==> config.mk <==
export PLATFORM = sky130hd
export DESIGN_NAME = hid_key_router
export DESIGN_NICKNAME = d
export VERILOG_FILES = /design/src/rtl/hid_key_router.sv
export SDC_FILE = /design/constraint.sdc
export NUM_CORES = 1
export LEC_CHECK = 0
export CAP_MARGIN = 25
export CORE_MARGIN = 2
export CORE_UTILIZATION = 44
export CTS_CLUSTER_SIZE = 20
export DETAILED_ROUTE_END_ITERATION = 16
export HOLD_SLACK_MARGIN = 0.08
export PLACE_DENSITY = 0.69
export SLEW_MARGIN = 10
export SYNTH_ARGS = -nofsm -noshare
export SYNTH_HDL_FRONTEND = slang
export SYNTH_SLANG_ARGS = --single-unit
==> constraint.sdc <==
create_clock -name Clk -period 4.8 [get_ports Clk]
set_input_delay 0.48 -clock Clk [delete_from_list [all_inputs] [get_ports Clk]]
set_output_delay 0.48 -clock Clk [all_outputs]
set_load 0.05 [all_outputs]
==> src/rtl/hid_key_router.sv <==
// hid_key_router: collects an 8-byte HID boot keyboard report from a byte
// stream, picks one WASD keycode (player 1) and one arrow keycode (player 2),
// and presents both as outputs that only change on a frame_clk rising edge.
module hid_key_router #(
    parameter int REPORT_BYTES = 8,
    parameter int SYNC_STAGES  = 2,
    parameter bit FRAME_SYNC   = 1'b1
) (
    input  logic       Clk,
    input  logic       Reset_n,
    input  logic [7:0] byte_in,
    input  logic       byte_valid,
    output logic       byte_ready,
    input  logic       frame_clk,
    output logic [7:0] keycode_p1,
    output logic [7:0] keycode_p2,
    output logic       report_err
);

    localparam int NUM_SLOTS = 6;
    localparam int IDX_W     = $clog2(REPORT_BYTES);
    localparam logic [IDX_W-1:0] LAST_IDX  = IDX_W'(REPORT_BYTES - 1);
    localparam logic [2:0]       LAST_SLOT = 3'(NUM_SLOTS - 1);

    typedef enum logic [1:0] {
        S_RESET,
        S_COLLECT,
        S_SCAN,
        S_COMMIT
    } state_t;

    state_t                        state_q, state_d;
    logic [IDX_W-1:0]              byte_idx;
    logic [2:0]                    scan_idx;
    logic [NUM_SLOTS-1:0][7:0]     slots;
    logic [7:0]                    cur_slot;
    logic [7:0]                    cand_p1, cand_p2;
    logic                          found_p1, found_p2;
    logic                          err_flag;
    logic                          xfer;

    assign xfer = byte_valid && byte_ready;

    function automatic logic is_p1_key(input logic [7:0] k);
        return (k == 8'h04) || (k == 8'h07) || (k == 8'h16) || (k == 8'h1A);
    endfunction

    function automatic logic is_p2_key(input logic [7:0] k);
        return (k >= 8'h4F) && (k <= 8'h52);
    endfunction

    // Slot under inspection during SCAN.
    always_comb begin
        cur_slot = 8'h00;
        for (int s = 0; s < NUM_SLOTS; s++)
            if (scan_idx == 3'(s)) cur_slot = slots[s];
    end

    // State register; reset state lets byte_ready rise one edge after release.
    always_ff @(posedge Clk or negedge Reset_n) begin
        if (!Reset_n) state_q <= S_RESET;
        else          state_q <= state_d;
    end

    // Next-state: collect all bytes, scan six slots, one commit cycle.
    always_comb begin
        state_d = state_q;
        case (state_q)
            S_RESET:   state_d = S_COLLECT;
            S_COLLECT: if (xfer && byte_idx == LAST_IDX) state_d = S_SCAN;
            S_SCAN:    if (scan_idx == LAST_SLOT) state_d = S_COMMIT;
            S_COMMIT:  state_d = S_COLLECT;
            default:   state_d = S_RESET;
        endcase
    end

    // Ready and error pulse registered off next state so both are clean flops.
    always_ff @(posedge Clk or negedge Reset_n) begin
        if (!Reset_n) begin
            byte_ready <= 1'b0;
            report_err <= 1'b0;
        end else begin
            byte_ready <= (state_d == S_COLLECT);
            report_err <= (state_d == S_COMMIT) &&
                          (err_flag || (state_q == S_SCAN && cur_slot == 8'h01));
        end
    end

    // Byte capture; modifier and reserved bytes are counted but not stored.
    always_ff @(posedge Clk or negedge Reset_n) begin
        if (!Reset_n) begin
            byte_idx <= '0;
            slots    <= '0;
        end else if (state_q == S_COMMIT) begin
            byte_idx <= '0;
        end else if (state_q == S_COLLECT && xfer) begin
            byte_idx <= byte_idx + 1'b1;
            for (int s = 0; s < NUM_SLOTS; s++)
                if (byte_idx == IDX_W'(s + 2)) slots[s] <= byte_in;
        end
    end

    // Slot scan: first matching key per player wins, 0x01 flags rollover.
    always_ff @(posedge Clk or negedge Reset_n) begin
        if (!Reset_n) begin
            scan_idx <= '0;
            cand_p1  <= 8'h00;
            cand_p2  <= 8'h00;
            found_p1 <= 1'b0;
            found_p2 <= 1'b0;
            err_flag <= 1'b0;
        end else if (state_q == S_SCAN) begin
            scan_idx <= scan_idx + 1'b1;
            if (!found_p1 && is_p1_key(cur_slot)) begin
                cand_p1  <= cur_slot;
                found_p1 <= 1'b1;
            end
            if (!found_p2 && is_p2_key(cur_slot)) begin
                cand_p2  <= cur_slot;
                found_p2 <= 1'b1;
            end
            if (cur_slot == 8'h01) err_flag <= 1'b1;
        end else if (state_q == S_COLLECT) begin
            scan_idx <= '0;
            cand_p1  <= 8'h00;
            cand_p2  <= 8'h00;
            found_p1 <= 1'b0;
            found_p2 <= 1'b0;
            err_flag <= 1'b0;
        end
    end

    generate
        if (FRAME_SYNC) begin : g_frame
            logic [SYNC_STAGES:0] sync_pipe;  // top bit is the edge-detect flop
            logic                 frame_tick;
            logic [7:0]           pending_p1, pending_p2;

            // Pending keycodes; a rollover report leaves them untouched.
            always_ff @(posedge Clk or negedge Reset_n) begin
                if (!Reset_n) begin
                    pending_p1 <= 8'h00;
                    pending_p2 <= 8'h00;
                end else if (state_q == S_COMMIT && !err_flag) begin
                    pending_p1 <= cand_p1;
                    pending_p2 <= cand_p2;
                end
            end

            // frame_clk synchronizer plus registered rising-edge tick.
            always_ff @(posedge Clk or negedge Reset_n) begin
                if (!Reset_n) begin
                    sync_pipe  <= '0;
                    frame_tick <= 1'b0;
                end else begin
                    sync_pipe  <= {sync_pipe[SYNC_STAGES-1:0], frame_clk};
                    frame_tick <= sync_pipe[SYNC_STAGES-1] & ~sync_pipe[SYNC_STAGES];
                end
            end

            // Outputs follow pending on the tick; a same-cycle commit lands next frame.
            always_ff @(posedge Clk or negedge Reset_n) begin
                if (!Reset_n) begin
                    keycode_p1 <= 8'h00;
                    keycode_p2 <= 8'h00;
                end else if (frame_tick) begin
                    keycode_p1 <= pending_p1;
                    keycode_p2 <= pending_p2;
                end
            end
        end else begin : g_direct
            // Outputs load straight from the scan result at commit.
            always_ff @(posedge Clk or negedge Reset_n) begin
                if (!Reset_n) begin
                    keycode_p1 <= 8'h00;
                    keycode_p2 <= 8'h00;
                end else if (state_q == S_COMMIT && !err_flag) begin
                    keycode_p1 <= cand_p1;
                    keycode_p2 <= cand_p2;
                end
            end
        end
    endgenerate

endmodule

==> results of run 1 <==
flip-flops by register name, summed over array words and instances (netlist names):
register	cells
byte_idx	3
byte_ready	1
cand_p1	8
cand_p2	8
err_flag	1
found_p1	1
found_p2	1
g_frame.frame_tick	1
g_frame.pending_p1	8
g_frame.pending_p2	8
g_frame.sync_pipe	3
keycode_p1	8
keycode_p2	8
report_err	1
scan_idx	3
slots	48
state_q	2
metal layers:
layer | track usage (%) | part of all wire [%]
met3 | 4.99 | 4.5
met4 | 8.75 | 3.5
met2 | 28.4 | 49
met1 | 21.6 | 43
met5 | 0 | 0
through the flow:
step	total power, mW	hold WS (ps)	utilization (%)	area, um2	cells
3_3_place_gp	1.95	337	49.1	5370	543
2_1_floorplan	1.79	184	-	4990	390
3_5_place_dp	1.99	337	49.1	5370	543
4_1_cts	3.34	211	54.9	6010	575
6_report	3.32	193	54.9	6010	575
5_1_grt	3.49	261	54.9	6010	575
worst max-delay path by stage:
stage,startpoint,to,slack [ps]
6_report,scan_idx[1]$_DFFE_PN0P_,cand_p1[6]$_DFFE_PN0P_,1560
5_1_grt,scan_idx[1]$_DFFE_PN0P_,cand_p1[6]$_DFFE_PN0P_,1340
4_1_cts,scan_idx[1]$_DFFE_PN0P_,cand_p1[6]$_DFFE_PN0P_,1590
3_5_place_dp,scan_idx[1]$_DFFE_PN0P_,cand_p1[6]$_DFFE_PN0P_,1630
3_3_place_gp,scan_idx[1]$_DFFE_PN0P_,cand_p1[7]$_DFFE_PN0P_,1750
2_1_floorplan,scan_idx[0]$_DFFE_PN0P_,cand_p2[5]$_DFFE_PN0P_,2180
layout make-up:
class                   instances  area (um2)
inverters                      18        67.6
clock inverters                12         181
repair buffers                 30         295
multi-input cells             242        2000
flip-flops and latches        113        2830
fillers                       919        4930
well taps                     140         175
clock buffers                  20         457
cell usage in the layout (no fill, tap or decap), types with 3 or more instances in the layout:
cell type,count
sky130_fd_sc_hd__mux2i_1,8
sky130_fd_sc_hd__bufinv_16,4
sky130_fd_sc_hd__clkbuf_16,17
sky130_fd_sc_hd__and3_1,4
sky130_fd_sc_hd__o21ai_0,5
sky130_fd_sc_hd__a211o_1,5
sky130_fd_sc_hd__inv_1,18
sky130_fd_sc_hd__mux2_2,80
sky130_fd_sc_hd__a32o_1,4
sky130_fd_sc_hd__clkinvlp_4,4
sky130_fd_sc_hd__dfrtp_1,113
sky130_fd_sc_hd__nor2_1,16
sky130_fd_sc_hd__ha_1,14
sky130_fd_sc_hd__o22ai_1,3
sky130_fd_sc_hd__a221oi_1,4
sky130_fd_sc_hd__a21oi_1,12
sky130_fd_sc_hd__nand2_1,35
sky130_fd_sc_hd__nand2b_1,5
sky130_fd_sc_hd__nand3b_1,6
sky130_fd_sc_hd__nor2b_1,4
sky130_fd_sc_hd__clkdlybuf4s50_1,28
sky130_fd_sc_hd__a31oi_1,3
sky130_fd_sc_hd__and3b_1,4
critical path, stage by stage (launching register included):
cell	delay [ps]
sky130_fd_sc_hd__dfrtp_1	420
sky130_fd_sc_hd__inv_1	100
sky130_fd_sc_hd__ha_1	640
sky130_fd_sc_hd__nor2b_1	230
sky130_fd_sc_hd__a32o_1	320
sky130_fd_sc_hd__a211o_1	310
sky130_fd_sc_hd__nand2_1	110
sky130_fd_sc_hd__or3b_1	360
sky130_fd_sc_hd__a211o_1	390
sky130_fd_sc_hd__and3_1	250
power groups by stage:
stage                     Sequential, mW  Combinational, mW  Clock [mW]
after floorplan                     1.22              0.567           0
after global placement              1.22              0.731           0
after detailed placement            1.23              0.759           0
after CTS                           1.22              0.767        1.36
after global routing                1.23              0.851        1.41
final                               1.22              0.765        1.34
kinds of logic after synthesis:
logic type / synth area share [%]
fa+ha+maj: 3.51
mux: 19.7
buf+inv: 3.14
compound gates: 8.38
flops: 56.7
xor+xnor: 0.176
simple gates: 8.43
==> run summary, run 1 <==
The clock transition at the registers of the reported paths is approximately 60 ps. The worst path in the final design needs a cycle of around 3200 ps, including I/O delays and setup. The first global-routing pass estimated 16.9 mm of wire. The number of nets in the synthesized netlist is between 400 and 500. The endpoint identified for the worst register-to-register timing path is cand_p1[6]$_DFFE_PN0P_. The fraction of layout cells with a size suffix above 1 came out at between 20% and 30%. The sequential-to-total area share from yosys stat is 56.7%. The average size of a mapped cell is 12.8 um2.

In this run, distinct cell masters in the synthesized netlist total 46. The count of input and output buffers came out at 29. The tool flagged a number of max-cap violations equal to 0. The initial core utilization came out at between 40% and 50%. Based on the critical path, the design can be clocked at up to a little over 300 MHz. The leftover overflow at the end of global routing came out at 0. The transition time at the pin with the least slew margin came out at between 800 and 900 ps. Setup slack on the worst reg-to-reg path comes out at about 1600 ps. The die height came out at between 100 and 150 um. By instance count, the leading cell after synthesis is sky130_fd_sc_hd__dfrtp_1. The via total after detailed routing is approximately 3.2k.

At the worst endpoint, the required time is 5090 ps. The routed wirelength normalized by instance count is 17.6 um. The number of buffers between clock root and the deepest sink came out at 2. The internal power summed over all cells is about 2.3 mW. The type of element capturing the critical path is a flop. The most used flip-flop cell after synthesis is sky130_fd_sc_hd__dfrtp_1.

The reported net switching power is about 0.99 mW. The total number of nets in the final design is 448. The site row count came out at 38. The number of hold violations in the final report came to 0. The number of search-and-repair iterations in the first detailed-routing pass came out at 4.

TritonCTS built the clock tree. The run finished with clean final reports. The number of antenna violations at the first check in global routing is 0.

For the worst-skew pair, the clock arrives at the later sink with an insertion delay of about 410 ps. The area of the die came out at about 12000 um2. Setup violations remaining at the end of the flow were counted as 0. The area of the core region came out at 10900 um2. After legalization and detailed placement, the total HPWL measured between 6 and 7 mm. The combinational cell fraction of total power is between 20 and 25%. The number of max-slew violations in the final report came out at 0.

The routed wire length is roughly 10 mm. In this run, the clock network consumes around two fifths of the power. The first routing iteration left 186 violations. The mean number of vias per cell is 5.54. The power per cell area is 553 nW/um2. The number of enable-type register cells in the synthesized netlist is 0. Prior to clock tree synthesis, the placed netlist has a worst setup slack of between 1500 and 2000 ps.

The number of cell instances on the worst register-to-register path is 9. In the synthesized netlist, the cells that appear most often are 113 x sky130_fd_sc_hd__dfrtp_1, 80 x sky130_fd_sc_hd__mux2_2, 35 x sky130_fd_sc_hd__nand2_1. Setup total negative slack on the finished layout was measured at 0 ps. The clock tree synthesis step divided the H-tree into 4 levels. The worst path arrival time is 3530 ps. The worst register-to-register path begins at scan_idx[1]$_DFFE_PN0P_. The normalized max-slew margin is between 40% and 50%. Of all nets on the critical path, the largest fanout is 24. The count of state elements after synthesis came out at 113.

The switching portion of total power is between 20% and 30%. The final worst setup slack is between 1500 and 2000 ps. For this design the static power due to leakage is 2.90 nW.

The period utilization came out at 67.5%. The congestion estimate from routability-driven global placement came to 0.824. Of all cell types, the one taking the most synthesized area is sky130_fd_sc_hd__dfrtp_1.

The total I/O pin count is 30. STA classifies the critical path startpoint as a flop. The total of hold buffers inserted after clock tree synthesis came out at 0. Once detail routing completed, the nets flagged for antenna violations numbered 0. The sequential cell fraction of total power came out at 36.7%. Ranked by total cell area, the synthesized netlist is headed by sky130_fd_sc_hd__dfrtp_1 57%, sky130_fd_sc_hd__mux2_2 18%, sky130_fd_sc_hd__ha_1 3.5%.

The buffer count from post-CTS setup fixing is 0. The number of clock buffers inserted by TritonCTS is 17. The largest net degree at the start of global routing is 70. The count of unresolved DRC violations after routing is 0. In the global route stage, overall resource usage came out at 17.6%. The quantity of gates resized following cts came out at 0. The worst-case IR drop observed on VDD is 0.301 mV. The width of the die is 110 um. The area overhead of the layout relative to synthesis came out at 20.4%. In the synthesized netlist the async set-or-reset flop fraction comes to between 90% and 100%. Synthesis produced 390 cells.

For this design, the sink count on the clock tree is between 100 and 150. The final setup skew is 9.36 ps. The tightest min-delay check is of the input port to asynchronous set/reset pin type. After synthesis, the largest area contributor takes up around 57% of total cell area. The buffer type at the clock tree root is sky130_fd_sc_hd__clkbuf_16.

The worst setup path is of the flop to flop kind. The Yosys warning count is 0. Setup repair after global routing left no endpoint under its margin. The netlist area before placement is between 4000 and 5000 um2. The number of global-route vias before repair came out at between 3k and 4k. 0 antenna diodes ended up in the layout.
No activity file was read; power rests on OpenSTA's default activity.
==> run 2: changes to the inputs <==
==> constraint.sdc (replaced) <==
create_clock -name Clk -period 3.1 [get_ports Clk]
set_input_delay 0.31 -clock Clk [delete_from_list [all_inputs] [get_ports Clk]]
set_output_delay 0.31 -clock Clk [all_outputs]
set_load 0.05 [all_outputs]
==> run summary, run 2 (same netlist as run 1, synthesis figures left out) <==
The number of max-slew violations in the final report is 0 (unchanged). The setup total negative slack is 0 ps (unchanged). The CTS H-tree depth is 4 (unchanged).

The area of the core region came out at 10900 um2 (unchanged). The fraction of layout cells with a size suffix above 1 came to 30.1% (+3.0 points). The final-report setup violation count came out at 0 (unchanged). The global-route wire length before repair came out at 16.6 mm (-2.2%). STA classifies the critical path endpoint as a flop. The required time at the worst-slack endpoint is 3390 ps (-1700 ps).

The period utilization is 94.5% (+27 points). The maximum frequency from static timing analysis came out at 342 MHz (+11%). The site row count came to 38 (unchanged). In the layout the commonest cells are 113 x sky130_fd_sc_hd__dfrtp_1, 80 x sky130_fd_sc_hd__mux2_2, 35 x sky130_fd_sc_hd__nand2_1, 28 x sky130_fd_sc_hd__clkdlybuf4s50_1, 18 x sky130_fd_sc_hd__inv_1.

The critical path in this run is classified as flop to flop. The critical path's largest stage delay is 430 ps (-210 ps). The number of nets still failing antenna checks after routing came out at 0 (unchanged). The count of unresolved DRC violations after routing came out at 0 (unchanged). The area overhead of the layout relative to synthesis is 21.8%.

The power per cell area came out at 832 nW/um2 (+51%). The sequential cell fraction of total power came out at 37.0% (+0.3 points). The final setup skew came out at 8.78 ps (-0.582 ps). The number of filler cells placed in the layout came out at 923 (+0.44%). The max-cap check violation count came out at 0 (unchanged). The number of global-route vias before repair came out at 3240 (-2.2%). The global router's overall resource usage is 17.1% (-0.44 points). The number of search-and-repair iterations in the first detailed-routing pass came to 4 (unchanged).

The total I/O pin count is 30 (unchanged). The peak supply drop is 0.487 mV (+62%). The buffer count from post-CTS setup fixing is 0 (unchanged). The largest register by flop count is slots.

The total number of nets in the final design came out at 458 (+2.2%). The number of buffers and inverters on the critical path is 3 (+2). The largest individual stage delay along the critical path comes from the cell sky130_fd_sc_hd__dfrtp_1. The critical path goes through inv_1, ha_1, buf_4, o21a_1, o31ai_1, nor4_1, buf_4, nand2_1, or3b_1, a211o_1, and3_1. The number of buffers between clock root and the deepest sink came out at 2 (unchanged). The most common cell after layout, fill and taps aside is sky130_fd_sc_hd__dfrtp_1. The static leakage power is 2.94 nW (+1.5%).

The last weighted congestion value of the routability-driven placer came out at 0.850 (+3.2%). Setup repair after global routing left no endpoint under its margin. The normalized max-slew margin came out at 47.6% (+5.0 points). The flip-flop count of the largest register after layout was 48 (unchanged). TritonCTS built the clock tree. The routed wirelength normalized by instance count is 16.0 um (-8.7%).

The reported net switching power came out at 1.53 mW (+54%). The routed wire length came out at 9.39 mm (-7.1%). The flow ran to the end, and the final reports show no timing, DRC or antenna violations. The count of input and output buffers is 29 (unchanged). The cell sitting at the root of the clock tree is a sky130_fd_sc_hd__clkbuf_16.

The clock transition at the registers of the reported paths came out at 50 ps (about the same). The initial core utilization was 45.6% (unchanged). The final worst setup slack came out at 172 ps (-1390 ps). The area of the die is 12200 um2 (unchanged). The half-perimeter wire length after placement came out at 6.53 mm (-2.3%). The cell that appears most often on the critical path is sky130_fd_sc_hd__buf_4. The transition time at the pin with the least slew margin was 786 ps (-75.3 ps). The number of clock buffers inserted by TritonCTS came out at 17 (unchanged). The internal power summed over all cells is 3.53 mW (+52%). The total power came to 5.06 mW (+52%). The width of the die came out at 110 um (unchanged). The mean number of vias per cell came out at 5.39 (-2.6%). On the critical path the largest part of the delay comes from simple AND/OR/NAND/NOR gates.

The min-delay analysis places its worst path in the category input port to flop. The minimum period implied by the final worst setup slack is 2930 ps (-312 ps). The antenna diode count is 0 (unchanged). The largest net degree at the start of global routing came out at 58 (-17%).

The largest fanout of any net on the critical path is 9 (-63%). The worst slack after detailed placement came to 35.7 ps (-1600 ps). The switching portion of total power came out at 30.2% (+0.35 points). The utilization after layout came out at 55.5% (+0.62 points).

The clock network latency to the later pin of the worst-skew pair came out at 410 ps (about the same). STA classifies the critical path startpoint as a flop. The share of total power in the clock network is 38.1% (-2.1 points). The worst path arrival time came out at 3220 ps (-310 ps). The leftover overflow at the end of global routing is 0 (unchanged). The via total after detailed routing came out at 3156 (-0.88%).

The number of DRC markers after the initial detailed-route iteration came to 188 (+1.1%). The number of antenna violations at the first check in global routing is 0 (unchanged). The clock sink total came out at 113 (unchanged). The combinational cell fraction of total power came out at 24.9% (+1.8 points).

The die height came to 110 um (unchanged). The number of hold violations in the final report is 0 (unchanged).
run 2: through the flow:
stage / cell area (um2) / instances / hold WS, ps
global route: 6070 / 585 / 348
floorplan: 4990 / 390 / 14.4
global placement: 5450 / 552 / 335
detailed placement: 5450 / 552 / 338
finish: 6070 / 585 / 345
CTS: 6060 / 585 / 343
run 2: worst paths after layout:
| check | start | endpoint | slack, ps | depth (start not counted) |
|---|---|---|---|---|
| min reg2reg | g_frame.sync_pipe[0]$_DFF_PN0_ | g_frame.sync_pipe[1]$_DFF_PN0_ | 350 | 0 |
| min | frame_clk | g_frame.sync_pipe[0]$_DFF_PN0_ | 340 | 1 |
| min in group asynchronous | Reset_n | keycode_p1[3]$_DFFE_PN0P_ | 490 | 2 |
| max reg2reg | scan_idx[0]$_DFFE_PN0P_ | cand_p1[6]$_DFFE_PN0P_ | 170 | 11 |
| max | scan_idx[0]$_DFFE_PN0P_ | cand_p1[6]$_DFFE_PN0P_ | 170 | 11 |
| max in group asynchronous | Reset_n | cand_p2[7]$_DFFE_PN0P_ | 1850 | 3 |
run 2: layer usage:
layer | vias up | routed length (um) | global-route usage [%]
li1 | 1477 | - | -
met1 | 1593 | 4210 | 22.1
met3 | 15 | 398 | 5.27
met4 | 0 | 187 | 7.08
met2 | 71 | 4590 | 26.9
met5 | - | 0 | 0
run 2: repair_timing:
item | CTS | global route
endpoints found under the setup margin | 1 | 15
resized for setup | 1 | 5
hold buffers | 1 | 0
hold endpoints to repair | 55 | 0
run 2: cell type report:
type | count | area [um2] | area share (%)
timing repair buffer | 40 | 385 | 6.34
clock inverter | 15 | 169 | 2.78
tap | 140 | 175 | 2.88
sequential | 113 | 2830 | 46.5
multi-input combinational | 242 | 2020 | 33.3
clock buffer | 17 | 425 | 7.00
inverter | 18 | 67.6 | 1.11
run 2: power groups by stage:
stage / clock network (mW) / registers [mW] / logic, mW
finish: 1.93 / 1.87 / 1.26
global route: 2.06 / 1.90 / 1.40
CTS: 1.96 / 1.87 / 1.25
detailed placement: 0 / 1.89 / 1.24
global placement: 0 / 1.88 / 1.21
floorplan: 0 / 1.89 / 0.877
==> run 3: changes to the inputs <==
--- a/config.mk
+++ b/config.mk
@@ -12,6 +12,7 @@
 export DETAILED_ROUTE_END_ITERATION = 16
 export HOLD_SLACK_MARGIN = 0.08
 export PLACE_DENSITY = 0.69
+export SKIP_LAST_GASP = 1
 export SLEW_MARGIN = 10
 export SYNTH_ARGS = -nofsm -noshare
 export SYNTH_HDL_FRONTEND = slang
==> results of run 3 <==
Same layout as run 2: the final DEF is identical, and so are final timing and power.
